File: config.mk
export PLATFORM = sky130hd
export DESIGN_NAME = mix_columns_sequencer_flat
export DESIGN_NICKNAME = d
export VERILOG_FILES = /design/src/rtl/mix_columns_sequencer_if.sv /design/src/rtl/mix_columns_sequencer.sv /design/src/flat_wrapper.sv
export SDC_FILE = /design/constraint.sdc
export NUM_CORES = 1
export LEC_CHECK = 0
export ABC_CLOCK_PERIOD_IN_PS = 2700
export CORE_MARGIN = 2
export CORE_UTILIZATION = 43
export DETAILED_ROUTE_END_ITERATION = 16
export GPL_ROUTABILITY_DRIVEN = 0
export GPL_TIMING_DRIVEN = 1
export PLACE_DENSITY = 0.78
export REMOVE_ABC_BUFFERS = 1
export SYNTH_ARGS = -nofsm -noshare
export SYNTH_HDL_FRONTEND = slang
export SYNTH_SLANG_ARGS = --single-unit
File: constraint.sdc
create_clock -name clk -period 2.7 [get_ports clk]
set_input_delay 0.27 -clock clk [delete_from_list [all_inputs] [get_ports clk]]
set_output_delay 0.27 -clock clk [all_outputs]
set_load 0.02 [all_outputs]
File: src/rtl/mix_columns_sequencer_if.sv
// Handshake bundle for the MixColumns sequencer: an input state channel and a mixed-state
// output channel, each valid/ready, plus a busy status flag.
interface mix_columns_sequencer_if;
  logic         in_valid;
  logic         in_ready;
  logic [127:0] in_state;
  logic         in_bypass;
  logic         out_valid;
  logic         out_ready;
  logic [127:0] out_state;
  logic         busy;

  modport master (
    output in_valid, in_state, in_bypass, out_ready,
    input  in_ready, out_valid, out_state, busy
  );

  modport slave (
    input  in_valid, in_state, in_bypass, out_ready,
    output in_ready, out_valid, out_state, busy
  );
endinterface

File: src/rtl/mix_columns_sequencer.sv
// AES MixColumns over a full 128-bit state, one column per clock through a single shared
// column multiplier. Bypass returns the captured state unchanged for the final round.
module mix_columns_sequencer (
  input  logic                  clk,
  input  logic                  rst_n,
  mix_columns_sequencer_if.slave bus
);

  typedef enum logic [1:0] {
    ST_IDLE = 2'd0,
    ST_MIX  = 2'd1,
    ST_DONE = 2'd2
  } state_t;

  state_t       state_q, state_d;
  logic [127:0] buf_q, buf_d;
  logic [1:0]   col_q, col_d;
  logic [31:0]  col_word_s;
  logic [31:0]  mixed_s;

  function automatic logic [7:0] xtime(input logic [7:0] x);
    return {x[6:0], 1'b0} ^ (x[7] ? 8'h1b : 8'h00);
  endfunction

  function automatic logic [7:0] mul3(input logic [7:0] x);
    return xtime(x) ^ x;
  endfunction

  // Column word is {a0,a1,a2,a3} with a0 in the top byte, matching the state byte order.
  function automatic logic [31:0] mix_column(input logic [31:0] w);
    logic [7:0] a0, a1, a2, a3;
    a0 = w[31:24];
    a1 = w[23:16];
    a2 = w[15:8];
    a3 = w[7:0];
    return {xtime(a0) ^ mul3(a1) ^ a2 ^ a3,
            a0 ^ xtime(a1) ^ mul3(a2) ^ a3,
            a0 ^ a1 ^ xtime(a2) ^ mul3(a3),
            mul3(a0) ^ a1 ^ a2 ^ xtime(a3)};
  endfunction

  // Multiplier input mux: pick column col_q out of the working register.
  always_comb begin
    col_word_s = buf_q[127:96];
    case (col_q)
      2'd0:    col_word_s = buf_q[127:96];
      2'd1:    col_word_s = buf_q[95:64];
      2'd2:    col_word_s = buf_q[63:32];
      2'd3:    col_word_s = buf_q[31:0];
      default: col_word_s = buf_q[127:96];
    endcase
    mixed_s = mix_column(col_word_s);
  end

  // Next-state, column counter and working-register update.
  always_comb begin
    state_d = state_q;
    buf_d   = buf_q;
    col_d   = col_q;
    case (state_q)
      ST_IDLE: begin
        if (bus.in_valid) begin
          buf_d = bus.in_state;
          col_d = 2'd0;
          if (bus.in_bypass) begin
            state_d = ST_DONE;
          end else begin
            state_d = ST_MIX;
          end
        end else begin
          state_d = ST_IDLE;
        end
      end
      ST_MIX: begin
        case (col_q)
          2'd0:    buf_d[127:96] = mixed_s;
          2'd1:    buf_d[95:64]  = mixed_s;
          2'd2:    buf_d[63:32]  = mixed_s;
          2'd3:    buf_d[31:0]   = mixed_s;
          default: buf_d         = buf_q;
        endcase
        col_d = col_q + 2'd1;
        if (col_q == 2'd3) begin
          state_d = ST_DONE;
        end else begin
          state_d = ST_MIX;
        end
      end
      ST_DONE: begin
        if (bus.out_ready) begin
          state_d = ST_IDLE;
        end else begin
          state_d = ST_DONE;
        end
      end
      default: begin
        state_d = ST_IDLE;
        col_d   = 2'd0;
      end
    endcase
  end

  // State, counter and working register; reset discards any partial result.
  always_ff @(posedge clk or negedge rst_n) begin
    if (!rst_n) begin
      state_q <= ST_IDLE;
      buf_q   <= 128'h0;
      col_q   <= 2'd0;
    end else begin
      state_q <= state_d;
      buf_q   <= buf_d;
      col_q   <= col_d;
    end
  end

  // Handshake outputs decode registered state only, so no input reaches an output combinationally.
  assign bus.in_ready  = (state_q == ST_IDLE);
  assign bus.out_valid = (state_q == ST_DONE);
  assign bus.busy      = (state_q != ST_IDLE);
  assign bus.out_state = buf_q;

endmodule

File: src/flat_wrapper.sv
// flat-port wrapper written by rule: the top's interface ports become plain ports
module mix_columns_sequencer_flat 
  (clk, rst_n, bus_in_valid, bus_in_state, bus_in_bypass, bus_out_ready, bus_in_ready, bus_out_valid, bus_out_state, bus_busy);
  mix_columns_sequencer_if bus_i ();
  input  logic clk;
  input  logic rst_n;
  input wire logic [$bits(bus_i.in_valid)-1:0] bus_in_valid;
  input wire logic [$bits(bus_i.in_state)-1:0] bus_in_state;
  input wire logic [$bits(bus_i.in_bypass)-1:0] bus_in_bypass;
  input wire logic [$bits(bus_i.out_ready)-1:0] bus_out_ready;
  output wire logic [$bits(bus_i.in_ready)-1:0] bus_in_ready;
  output wire logic [$bits(bus_i.out_valid)-1:0] bus_out_valid;
  output wire logic [$bits(bus_i.out_state)-1:0] bus_out_state;
  output wire logic [$bits(bus_i.busy)-1:0] bus_busy;
  assign bus_i.in_valid = bus_in_valid;
  assign bus_i.in_state = bus_in_state;
  assign bus_i.in_bypass = bus_in_bypass;
  assign bus_i.out_ready = bus_out_ready;
  assign bus_in_ready = bus_i.in_ready;
  assign bus_out_valid = bus_i.out_valid;
  assign bus_out_state = bus_i.out_state;
  assign bus_busy = bus_i.busy;
  mix_columns_sequencer u_core (.clk(clk), .rst_n(rst_n), .bus(bus_i));
endmodule
==> impl_metrics.tcl <==
set metrics [dict create \
    vias_per_cell 6.16 \
    final_antenna_net_count 0 \
    wl_um 35000 \
    synth_sequential_area_ratio 0.388 \
    fp.dieH_um 145 \
    first_global_vias 9046 \
    chipWidth_um 145 \
    final.setup.tns_ns -0.00549 \
    final_critical_path_setup_slack_ns -0.00549 \
    syn_area_per_cell_um2 9.32 \
    critical_path.max_fanout 9 \
    finalHoldViolCount 0 \
    global_route.usage.total 0.327 \
    drive_above_1_share 0.159 \
    setup_repair_after_global_routing_missed_its_margin "yes" \
    top_level_ports 264 \
    clock_insertion_delay_worst_skew_ns 0.44 \
    io_buffer_count 263 \
    wp_data_required_ns 3.06 \
    tritoncts_num_sinks 132 \
    timing.critical_path.arrival_ns 3.07 \
    placedCellCount 1452 \
    grt_pass1_wl_um 51500 \
    timing_max_transition_violations_final 0 \
    r2r_slack_ns -0.005 \
    detail_route.drc_violations 0 \
    postSynthCellCount 913 \
    critical-path-top-delay-family "XOR/XNOR gates" \
    fin_crit_ns 2.71 \
    cts-buffers-inserted 17 \
    layout.nets 1366 \
    design_area_final_um2 12900 \
    maxSlewHeadroom 0.558 \
    leading_cell_type_in_the_layout_fill_and_taps_excluded "clkdlybuf4s50_1" \
    critical_path_buf_inv_count 3 \
    yosysWarnings 0 \
    synth_seq_cells 132 \
    ys_async_sr_fraction 1.00 \
    post_synth_instance_area_um2 8510 \
    avgRoutedWirePerCell_um 23.2 \
    critPathKind "flop to flop" \
    post-dp-hpwl_um 24000 \
    yosys.cell_types.count 33 \
    layoutNonFillerInstCount 1507 \
    globalRouteOverflowTotal 0 \
    clkSlewWorstSetupHoldPaths_ns 0.06 \
    outcome "finished, violations left" \
    cap_violations 0 \
    grt_max_degree 71 \
    tritonroute_pass_1_iters 8 \
    finalHoldWorstSlack_ns 0.388 \
    worstHoldPathType "primary input to asynchronous set/reset pin" \
    dieArea_um2 20900 \
    filler_instances 1459 \
    ys.flop_type "dfrtp_1" \
    depth_of_the_cts_h_tree 4 \
    finalCritPeriodShare 1.00 \
    timing.critical_path.cells "inv_1, ha_2, buf_4, a222oi_1, buf_4, xnor2_1, xor2_1, o21ai_1, xnor2_1, a221o_1" \
    worst_path_max_delay_cell "xnor2_1" \
    dpl_cell_area_um2 11900 \
    clock.fmax_ghz 0.370 \
    dr_total_vias 9287 \
    core_um2 19500 \
    area_growth_syn_to_layout_pct 51.9 \
    worst_slew_pin_slew_ns 0.659 \
    synth_enable_flop_cells 0 \
    placementRows 51 \
    mostFrequentLayoutCells "262 x clkdlybuf4s50_1, 132 x dfrtp_1, 111 x buf_4, 94 x xnor2_1, 85 x and3_1" \
    setup.worst_path.start_class "flop" \
    violated_checks "setup timing" \
    setup.worst_path.end_class "flop" \
    antennaDiodeCount 0 \
    antenna_found_initial 0 \
    clockBufferDepth 2 \
    cts_root_buffer "clkbuf_16" \
    cp_slowest_stage_delay_ns 0.49 \
    tritoncts_clock_tree "yes" \
    initial_utilization 0.437 \
    detail_route.iter0.violations 1193 \
    report.final.setup_viol 1 \
    timing.clock.skew_ns 0.00801 \
]
[repair_timing]
action / CTS / global route
endpoints found under the hold margin: 56 / 0
buffers inserted: 2 / 20
resized for setup: 9 / 36
pin swaps: 4 / 19
setup endpoints to repair: 39 / 112
hold buffers: 1 / 0
[per-layer routing]
metal	vias up	track usage	wire length [um]
met5	-	0	0
li1	4028	-	-
met3	85	0.0796	4130
met4	0	0.128	919
met2	744	0.509	16300
met1	4430	0.440	13600
[path summary, 6_finish.rpt]
kind,depth (start not counted),to,startpoint
min in group clk,2,u_core.state_q[1],bus_out_ready
worst max-delay path,10,u_core.bus.out_state[101],u_core.col_q[0]
worst min register to register,1,u_core.bus.out_state[66],u_core.bus.out_state[66]
max in group asynchronous,3,u_core.bus.out_state[42],rst_n
worst min-delay path,2,u_core.bus.out_state[86],rst_n
worst max register to register,10,u_core.bus.out_state[101],u_core.col_q[0]
[synth_stat cells (all sizes together) (15+ instances only)]
cell	number	area [um2]
a21oi	74	370
a221o	71	711
a222oi	32	320
and3	85	532
clkbuf	73	274
dfrtp	132	3300
nand2	42	158
nand3	15	75.1
nor2	66	248
o21ai	34	189
o22ai	36	225
xnor2	109	955
xor2	72	631
[worst register-to-register path: stages, from the launching register on]
cell and delay [ns]:
dfrtp_1 0.42, inv_1 0.10, ha_2 0.21, buf_4 0.18, a222oi_1 0.28, buf_4 0.19
xnor2_1 0.21, xor2_1 0.18, o21ai_1 0.11, xnor2_1 0.49, a221o_1 0.26
[sequential cells by signal, summed over array words and instances, names as in the netlist]
| register | flops |
|---|---|
| u_core.bus.out_state | 128 |
| u_core.state_q | 2 |
| u_core.col_q | 2 |
[area by class of cell]
class                           count  area, um2  area share
Inverter                            7       26.3     0.00203
Timing Repair Buffer              380       3560       0.276
Clock inverter                     14        161      0.0125
Clock buffer                       18        429      0.0332
Multi-Input combinational cell    691       5120       0.396
Sequential cell                   132       3300       0.255
Tap cell                          265        332      0.0256
[metrics by stage]
stage           util  worst slack [ns]
5_1_grt        0.664            -0.116
6_report       0.664          -0.00549
3_3_place_gp   0.612           -0.0166
3_5_place_dp   0.612           -0.0913
2_1_floorplan      -             -1.25
4_1_cts        0.647           0.00363
[logic make-up after synthesis]
kind of cell             Yosys count  share of synthesized area
AO/OA/AOI/OAI                    263                      0.227
AND/OR/NAND/NOR                  233                      0.139
XOR/XNOR                         181                      0.186
flip-flops                       132                      0.388
buffers and inverters             90                     0.0423
multiplexers                      10                     0.0118
adder cells (fa/ha/maj)            4                    0.00588
Power is not shown: default switching activity piles up to over one toggle a cycle in this logic, so the estimate is an artifact.
